$ cat src/rtl/sc_popcount_accum.sv
// Stochastic-to-binary back end: popcounts each parallel bitstream word and sums FRAME_LEN words.
// Build macro SC_POPCNT_PIPE_EN adds a popcount register stage ahead of the accumulator.
module sc_popcount_accum #(
    parameter int unsigned IN_WIDTH  = 16,
    parameter int unsigned FRAME_LEN = 4,
    parameter int unsigned ACC_WIDTH = 7
) (
    input  logic                 clk,
    input  logic                 rst,
    input  logic                 clr,
    input  logic                 in_valid,
    output logic                 in_ready,
    input  logic [IN_WIDTH-1:0]  in_bits,
    output logic                 out_valid,
    input  logic                 out_ready,
    output logic [ACC_WIDTH-1:0] out_count
);
    localparam int unsigned CntW = (FRAME_LEN > 1) ? $clog2(FRAME_LEN) : 1;
    localparam logic [CntW-1:0] LastCnt = CntW'(FRAME_LEN - 1);

    typedef enum logic [0:0] {StAccum, StHold} state_e;

    state_e               state_q, state_d;
    logic [ACC_WIDTH-1:0] acc_q, acc_d;
    logic [ACC_WIDTH-1:0] count_q, count_d;
    logic [CntW-1:0]      cnt_q, cnt_d;
    logic [ACC_WIDTH-1:0] pc, acc_pc, sum;
    logic                 acc_take, acc_vld, acc_fire;

    always_comb begin
        pc = '0;
        for (int i = 0; i < IN_WIDTH; i++) begin
            pc = pc + ACC_WIDTH'(in_bits[i]);
        end
    end

    assign out_valid = (state_q == StHold);
    assign out_count = count_q;
    // The accumulator may advance whenever no result is left stranded in the output register.
    assign acc_take  = !out_valid || out_ready;

`ifdef SC_POPCNT_PIPE_EN
    logic [ACC_WIDTH-1:0] pc_q;
    logic                 pc_vld;

    assign in_ready = !pc_vld || acc_take;
    assign acc_vld  = pc_vld;
    assign acc_pc   = pc_q;

    always_ff @(posedge clk) begin
        if (rst || clr) begin
            pc_vld <= 1'b0;
            pc_q   <= '0;
        end else if (in_valid && in_ready) begin
            pc_vld <= 1'b1;
            pc_q   <= pc;
        end else if (acc_take) begin
            pc_vld <= 1'b0;
        end
    end
`else
    assign in_ready = acc_take;
    assign acc_vld  = in_valid;
    assign acc_pc   = pc;
`endif

    assign acc_fire = acc_vld && acc_take && !clr;
    assign sum      = acc_q + acc_pc;

    always_comb begin
        state_d = state_q;
        acc_d   = acc_q;
        cnt_d   = cnt_q;
        count_d = count_q;

        case (state_q)
            StHold:  if (out_ready) state_d = StAccum;
            default: state_d = state_q;
        endcase

        // clr drops only the partial frame; a held result survives until taken.
        if (clr) begin
            acc_d = '0;
            cnt_d = '0;
        end else if (acc_fire) begin
            if (cnt_q == LastCnt) begin
                count_d = sum;
                state_d = StHold;
                acc_d   = '0;
                cnt_d   = '0;
            end else begin
                acc_d = sum;
                cnt_d = cnt_q + 1'b1;
            end
        end
    end

    always_ff @(posedge clk) begin
        if (rst) begin
            state_q <= StAccum;
            acc_q   <= '0;
            cnt_q   <= '0;
            count_q <= '0;
        end else begin
            state_q <= state_d;
            acc_q   <= acc_d;
            cnt_q   <= cnt_d;
            count_q <= count_d;
        end
    end

endmodule
$ cat config.mk
export PLATFORM = sky130hd
export DESIGN_NAME = sc_popcount_accum
export DESIGN_NICKNAME = d
export VERILOG_FILES = /design/src/rtl/sc_popcount_accum.sv
export SDC_FILE = /design/constraint.sdc
export NUM_CORES = 1
export LEC_CHECK = 0
export ABC_AREA = 0
export CORE_MARGIN = 1.5
export CORE_UTILIZATION = 35
export CTS_CLUSTER_DIAMETER = 120
export DETAILED_ROUTE_END_ITERATION = 12
export GPL_TIMING_DRIVEN = 0
export RECOVER_POWER = 100
export SYNTH_ARGS = -nofsm -noshare
export SYNTH_HDL_FRONTEND = slang
export SYNTH_SLANG_ARGS = --single-unit
$ cat constraint.sdc
create_clock -name clk -period 4.8 [get_ports clk]
set_input_delay 0.72 -clock clk [delete_from_list [all_inputs] [get_ports clk]]
set_output_delay 0.72 -clock clk [all_outputs]
set_load 0.01 [all_outputs]
After elaboration in Yosys (flattened, before gate mapping)
Index checks and enable logic that the tools add are counted.
{ "word_totals": {"latchBits": 0, "mem_count": 0, "reg_bits": 17, "output_inout_bits": 9, "mem_bits_rw": 0, "mem_bits_ro": 0, "wordCells": 37, "in_bits": 21} }
{ "op_classes": {"multipliers": 0, "n_div": 0, "n_reduce_logical": 7, "bitwise": 1, "add_sub_neg": 17, "n_mux": 7, "magnitude_cmp": 0, "shift": 0, "n_eq_ne": 1} }
{ "ops": {"columns": ["op", "count"], "rows": [
  ["adder 7 x 1 -> 7 bit", 9],
  ["adder 6 x 1 -> 7 bit", 1],
  ["adder 7 bit", 1],
  ["2-to-1 mux 7 bit", 1],
  ["adder 5 x 1 -> 6 bit", 1],
  ["adder 4 x 1 -> 5 bit", 1],
  ["2-to-1 mux 1 bit", 5],
  ["adder 3 x 1 -> 4 bit", 1],
  ["adder 2 x 1 -> 3 bit", 1],
  ["AND reduction 3 bit", 1],
  ["adder 1 x 1 -> 2 bit", 1],
  ["adder 2 x 1 -> 2 bit, second input constant", 1],
  ["== test 2 bit, second input constant", 1],
  ["logical AND 1 bit", 2],
  ["zero test 1 bit", 2],
  ["2-to-1 mux 2 bit", 1],
  ["OR reduction 2 bit", 1],
  ["logical OR 1 bit", 1],
  ["inverter 1 bit", 1]
]} }

Longest topological paths before layout
Gate-level depths: netlist of run 1.
{ "logic_depth": {"word_depth": 17, "ltp_mapped": 12} }

Worst setup path after synthesis of run 1
OpenSTA, ideal clock, no wires.
{ "synth_timing": {"path_kind": "input to register", "start": "in in_bits[0]", "end": "reg count_q[5], in the netlist out_count[5]", "t_arrival_ns": 4.325, "setup_slack_ns": 0.341, "t_required_ns": 4.666, "setup_time_ns": 0.134, "stages": 11, "path_cell_list": "fa_1 -> inv_1 -> fa_1 -> fa_1 -> fa_1 -> inv_1 -> fa_1 -> a21o_1 -> a221o_1 -> and3_1 -> or4_1"} }
{ "synth_via": {"elab_chain_len": 16} }
{ "synth_rtl": {"columns": ["item", "line", "text"], "rows": [
  ["start: declaration", "13", "input logic [IN_WIDTH-1:0] in_bits,"],
  ["adder 1 x 1 -> 2 bit", "33", "pc = pc + ACC_WIDTH'(in_bits[i]);"],
  ["adder 2 x 1 -> 3 bit", "33", null],
  ["adder 3 x 1 -> 4 bit", "33", null],
  ["adder 4 x 1 -> 5 bit", "33", null],
  ["adder 5 x 1 -> 6 bit", "33", null],
  ["adder 6 x 1 -> 7 bit", "33", null],
  ["adder 7 x 1 -> 7 bit (9 in series)", "33", null],
  ["adder 7 bit", "68", "assign sum = acc_q + acc_pc;"],
  ["end signal: assignment", "108", "count_q <= count_d;"],
  ["end: declaration", "25", "logic [ACC_WIDTH-1:0] count_q, count_d;"]
]} }
No other way between the ends.
A chain may end at the register's enable or synchronous reset.

Final worst setup path of run 1
Ends and elaborated chain as after synthesis.

==> impl_results.md, run 1 <==
- Max incr delay on CP: 0.54 ns
- Pin count of the biggest net entering global routing: 11
- Peak supply drop: ~0.00017 V
- Die area: 4000 um^2
- Fin util: just under 50%
- Beginning of the worst hold path: out_count[1]
- Clk pin slew, worst setup/hold paths: approximately 0.11 ns
- Latest clock arrival within the worst-skew pair: 0.30 ns
- Root buffer cell: clkbuf_4
- First-pass iteration count of the detailed router: 5
- Wire length per cell: 11.9 um
- Seq/Total Area, Yosys: about 27%
- CP required: around 5.0 ns
- Period minus WS final: roughly 4.7 ns
- Buf/Inv on CP: 3
- Crit path kind: input port to flop
- Most frequent cells in the layout: inv_1, clkdlybuf4s50_1, dfxtp_1, nand2_1
- Slew HR: around 74%
- Reg-to-Reg Start: acc_q[0]
- Post-route ant nets: 0
- DR iter-0 viols: 35
- Vias in the first global route: approximately 1100
- Gr ovfl total: 0
- FP Rows: 21
- Vias: roughly 1100
- CP Capture Type: flop
- Max Fclk: around 210 MHz
- Antenna Cells: 0
- Slowest CP cell: fa_1
- Status: finished clean
- Final hold slack: roughly 0.46 ns
- CP max FO: 3
- Total power: 0.543 mW
- CP Launch Point: in_bits[0]
- Final instance area: roughly 1700 um^2
- Die width: 63.2 um
- Hold Vio Cnt, Final: 0
- HPWL Detailed: 2260 um
- Avg Cell Area, Syn: 8.94 um^2
- Cell Area, Synth: ~1300 um^2
- Clock share of power: 14.7%
- Critical path cell sequence: clkdlybuf4s50_1 -> fa_1 -> inv_1 -> fa_1 -> fa_1 -> fa_1 -> inv_1 -> fa_2 -> a21o_1 -> a221o_1 -> and3_1 -> or4_1
- Setup violations, final: 0
- HP Class: flop to flop
- Vias/cell: around 5.0
- First-pass GRT wire length: ~4600 um
- CTS tree: yes
- Nets: 220
- Clock sinks: 17
- Post-Route Setup TNS: 0 ns
- Final Cycle Share: between 90 and 100%
- Switching part of the total power: between 40% and 50%
- Syn Nets: 184
- Synth warnings: 0
- P&R area growth vs syn: 31.4%
- Worst Tran Pin Value: ~0.38 ns
- Chip height: 63.2 um
- DRC: 0
- Final Wtd Congestion: slightly below 0.9
- Count of pins over their slew limit: 0
- Share of layout cells above drive strength 1: 7.91%
- Io pins: 30
- Synth cell types: 35
- Synthesized instance count: approximately 140
- Leak pwr: 0.725 nW
- Flops & latches, synth: 17
- Setup Skew: roughly 0.0092 ns
- Logic gate share of total power: about 58%
- Gr usage total: between 10% and 20%
- Critical path arrival: about 4.9 ns
- CP most frequent cell: fa_1
- Depth of the CTS H-tree: 1
- Startpoint types: input port
- Switch Pwr: around 0.22 mW
- Effective utilization at floorplan: around 37%
- RSZ-0062 raised after global routing: false
- CORE AREA: 3420 um^2
- Cell-internal power: 0.321 mW
- Port Buffers: 29
- Initial antenna violation count: 0
- Wirelength, routed: 2660 um
- Commonest non-fill, non-tap cell in the layout: inv_1
- Crit-path leading delay family: adder cells
- Pwr Density: roughly 330 nW/um^2
- Total CTS buffers: 3
- Max-Cap Viols: 0
- Post-Place Cell Area: 1620 um^2
- CTS Buffer Depth: 2
- Sequential power share: 27.5%
- Number of hold buffers added after cts: 0
==> through the flow <==
stage | setup slack [ns] | instances
after global placement | -0.265 | 217
final | 0.124 | 223
after detailed placement | -0.321 | 217
after floorplan | 0.341 | 142
after global routing | 0.0111 | 223
after CTS | 0.00406 | 221
==> per-layer routing <==
metal	vias up	GRT usage, %	wire length (um)
li1	567	-	-
met1	520	18.2	1210
met2	28	25.0	1300
met3	5	2.14	114
met4	0	4.62	30
met5	-	0	0
==> sequential cells by signal, summed over array words and instances (netlist names) <==
name       count
acc_q          7
out_count      7
cnt_q          2
out_valid      1
==> path summary, 6_finish.rpt <==
kind | end | slack (ns) | cells past startpoint
worst max-delay path | out_count[5] | 0.12 | 12
worst min-delay path | out_count[1] | 0.46 | 2
worst max register to register | out_count[5] | 1.12 | 10
worst min register to register | out_count[1] | 0.46 | 2
==> cell usage after synthesis <==
library cell	count	share of area, %
a2111oi_0	1	0.69
a211oi_1	5	3.0
a21o_1	1	0.59
a21o_2	1	0.69
a21oi_1	11	4.3
a221o_1	1	0.79
and2_1	2	0.99
and3_1	7	3.4
buf_4	3	1.8
clkbuf_1	2	0.59
dfxtp_1	17	27
fa_1	12	19
ha_1	9	8.9
inv_1	19	5.6
nand2_1	13	3.8
nand2b_1	2	0.99
nand3_1	4	1.6
nand3b_1	2	1.2
nand4_1	1	0.49
nand4b_1	1	0.69
nor2_1	6	1.8
nor2b_1	2	0.99
nor3b_1	1	0.59
nor4_1	1	0.49
o211ai_1	1	0.59
o21ai_0	2	0.79
o311ai_0	1	0.69
o31a_2	1	0.79
o31ai_1	1	0.59
o32ai_1	1	0.69
or2_2	1	0.49
or3_1	4	2.0
or4_1	4	2.4
xnor2_1	1	0.69
xor2_1	1	0.69
==> worst reg2reg max path, cell delays in order (launching register included) <==
cell and delay [ns]:
dfxtp_1 0.35, inv_1 0.06, fa_1 0.57, fa_1 0.44, fa_1 0.49, inv_1 0.05
fa_2 0.36, a21o_1 0.21, a221o_1 0.36, and3_1 0.17, or4_1 0.48
==> area by class of cell <==
type                            instances  area, um^2
Fill cell                             337        1750
Multi-Input combinational cell        101         838
Sequential cell                        17         340
Timing Repair Buffer                   31         305
Inverter                               19        71.3
Tap cell                               46        57.6
Buffer                                  5        30.0
Clock buffer                            4        26.3
==> power by group through the flow <==
stage	combinational (mW)	clock (mW)	sequential, mW
finish	0.314	0.0800	0.149
global route	0.357	0.0893	0.150
detailed placement	0.305	0	0.153
CTS	0.310	0.0818	0.149
global placement	0.297	0	0.152
floorplan	0.218	0	0.152
==> cell families (layout without fill, tap and decap cells) <==
| logic type | count (synthesis) | after routing | synth area share [%] |
|---|---|---|---|
| compound gates | 27 | 27 | 14.2 |
| xor+xnor | 2 | 2 | 1.38 |
| fa+ha+maj | 21 | 21 | 27.8 |
| buf+inv | 24 | 59 | 7.98 |
| flops | 17 | 17 | 26.8 |
| simple gates | 51 | 51 | 21.9 |
==> repair_timing <==
action | in CTS | in global routing
setup buffers | 0 | 2
pin swaps | 0 | 2
endpoints found under the setup margin | 1 | 5
resized for setup | 1 | 4
gates cloned | 0 | 0
endpoints found under the hold margin | 0 | 0
Power figures use the tool's default switching activity.
==> run 2, diff against run 1 <==
--- a/config.mk
+++ b/config.mk
@@ -6,7 +6,6 @@
 export NUM_CORES = 1
 export LEC_CHECK = 0
 export ABC_AREA = 0
-export CORE_MARGIN = 1.5
 export CORE_UTILIZATION = 35
 export CTS_CLUSTER_DIAMETER = 120
 export DETAILED_ROUTE_END_ITERATION = 12
@@ -15,3 +14,4 @@
 export SYNTH_ARGS = -nofsm -noshare
 export SYNTH_HDL_FRONTEND = slang
 export SYNTH_SLANG_ARGS = --single-unit
+export TNS_END_PERCENT = 100
==> constraint.sdc (replaced) <==
create_clock -name clk -period 4.8 [get_ports clk]
set_input_delay 0.96 -clock clk [delete_from_list [all_inputs] [get_ports clk]]
set_output_delay 0.96 -clock clk [all_outputs]
set_load 0.01 [all_outputs]
==> impl_results.md, run 2 (synthesis gave the netlist of run 1 again) <==
- Gr usage total: 15.3% (+0.97 points)
- Reg-to-Reg Start: acc_q[0]
- Number of hold buffers added after cts: 0 (unchanged)
- DRC: 0 (unchanged)
- Share of layout cells above drive strength 1: 8.52% (+0.61 points)
- Setup violations, final: 0 (unchanged)
- Clk pin slew, worst setup/hold paths: 0.11 ns (about the same)
- Period minus WS final: 4.65 ns (-0.0230 ns)
- CP max FO: 3 (unchanged)
- Vias in the first global route: 1041 (-6.8%)
- CORE AREA: 3420 um^2 (unchanged)
- Top layer reached by signal wires: met4
- Setup Skew: 0.00896 ns (-0.000219 ns)
- Met2 WL: 1210 um (-6.8%)
- Final instance area: 1670 um^2 (about the same)
- Die width: 62.2 um (-1.6%)
- Port Buffers: 29 (unchanged)
- Post-route ant nets: 0 (unchanged)
- CTS tree: yes
- Max-Cap Viols: 0 (unchanged)
- Critical path cell sequence: dlygate4sd2_1 -> fa_1 -> fa_1 -> inv_1 -> fa_1 -> fa_1 -> inv_2 -> fa_2 -> fa_2 -> a21o_4 -> a211oi_4 -> xor2_1 -> a211oi_1
- Post-Place Cell Area: 1620 um^2 (unchanged)
- Routed wl met3: 141 um (+24%)
- Gr ovfl total: 0 (unchanged)
- Beginning of the worst hold path: out_count[3]
- Vias/cell: 4.95 (-1.5%)
- Final hold slack: 0.458 ns (-0.00550 ns)
- Depth of the CTS H-tree: 1 (unchanged)
- CP Capture Type: flop
- Multi-input gate area: 853 um^2 (+1.8%)
- Leak pwr: 0.734 nW (+1.3%)
- Slowest CP cell: fa_1
- CTS Buffer Depth: 2 (unchanged)
- Inst Count DP: 217 (unchanged)
- Clock sinks: 17 (unchanged)
- Fin util: 48.9% (about the same)
- Vias: 1098 (-2.0%)
- Peak supply drop: 0.000177 V (+7.0%)
- Total power: 0.547 mW (+0.70%)
- Most frequent cells in the layout: inv_1, dfxtp_1, nand2_1, a21oi_1, dlygate4sd3_1
- Antenna Cells: 0 (unchanged)
- Critical path arrival: 4.86 ns (about the same)
- Worst Tran Pin Value: 0.395 ns (+0.0150 ns)
- Status: finished clean
- HP Class: flop to flop
- Slew HR: 73.6% (-0.34 points)
- Count of pins over their slew limit: 0 (unchanged)
- Crit path kind: input port to flop
- First-pass iteration count of the detailed router: 4 (-1)
- CP Launch Point: in_bits[15]
- P&R area growth vs syn: 31.5% (about the same)
- CP required: 5.00 ns (+0.02 ns)
- Chip height: 62.2 um (-1.6%)
- Total CTS buffers: 3 (unchanged)
- Die area: 3870 um^2 (-3.1%)
- Pin count of the biggest net entering global routing: 11 (unchanged)
- HPWL Detailed: 2160 um (-4.2%)
- Buf/Inv on CP: 3 (unchanged)
- Met1 wire length: 1250 um (+3.3%)
- Final Wtd Congestion: 0.833 (-3.7%)
- Non-Filler Instances: 222 (-0.45%)
- Post-Route Setup TNS: 0 ns (unchanged)
- Hold Vio Cnt, Final: 0 (unchanged)
- FF/Latch Area: 340 um^2 (unchanged)
- FP Rows: 21 (unchanged)
- Wire length per cell: 11.9 um (-0.30%)
- Root buffer cell: clkbuf_4
- Worst setup slack after placement: -0.633 ns (-0.312 ns)
- Fillers: 345 (+2.4%)
- Initial antenna violation count: 0 (unchanged)
- Startpoint types: input port
- Crit-path leading delay family: adder cells
- Io pins: 30 (unchanged)
- CP most frequent cell: fa_1
- Max Fclk: 215 MHz (+0.49%)
- Effective utilization at floorplan: 37.2% (unchanged)
- PnR worst setup slack: 0.147 ns (+0.0230 ns)
- Pwr Density: 327 nW/um^2 (+0.63%)
- Max incr delay on CP: 0.51 ns (-0.03 ns)
- DR iter-0 viols: 36 (+2.9%)
- Latest clock arrival within the worst-skew pair: 0.31 ns (about the same)
- Final Cycle Share: 96.9% (-0.48 points)
- RSZ-0062 raised after global routing: true
- Commonest non-fill, non-tap cell in the layout: inv_1
- Wirelength, routed: 2640 um (-0.75%)
- Nets: 219 (-0.45%)
- First-pass GRT wire length: 4650 um (+0.45%)
run 2: routing by layer:
metal,GRT usage [%],up-vias
met5,0,-
met4,4.94,0
met3,4.04,4
met2,24.9,20
met1,19.8,519
li1,-,555
run 2: report_power, final:
part           leakage, nW  total [mW]  internal (mW)  switching (mW)
logic                0.579       0.316          0.145           0.171
registers            0.137       0.149          0.146         0.00286
clock network       0.0177      0.0816         0.0312          0.0504
run 2: cell type report:
| type | instances | share of cell area (%) |
|---|---|---|
| Buffer | 5 | 1.80 |
| Inverter | 19 | 4.27 |
| Clock buffer | 3 | 1.35 |
| Sequential cell | 17 | 20.4 |
| Tap cell | 46 | 3.45 |
| Multi-Input combinational cell | 101 | 51.1 |
| Timing Repair Buffer | 30 | 17.4 |
| Clock inverter | 1 | 0.300 |
run 2: final timing paths:
kind	endpoint	slack (ns)	cells past startpoint
max reg2reg	out_count[6]	1.15	11
min	out_count[3]	0.46	2
max	out_count[6]	0.15	13
min reg2reg	out_count[3]	0.46	2
run 2: what timing repair did:
item,CTS,global route
pin swaps,10,12
gates cloned,0,0
setup endpoints to repair,5,4
endpoints found under the hold margin,0,0
buffers inserted,1,0
gates resized for setup,14,5
run 2: worst reg2reg max path, cell delays in order (launching register included):
cell,delay [ns]
dfxtp_1,0.34
inv_1,0.06
fa_1,0.57
fa_1,0.45
fa_1,0.51
inv_2,0.04
fa_2,0.37
fa_2,0.40
a21o_4,0.25
a211oi_4,0.26
xor2_1,0.22
a211oi_1,0.10
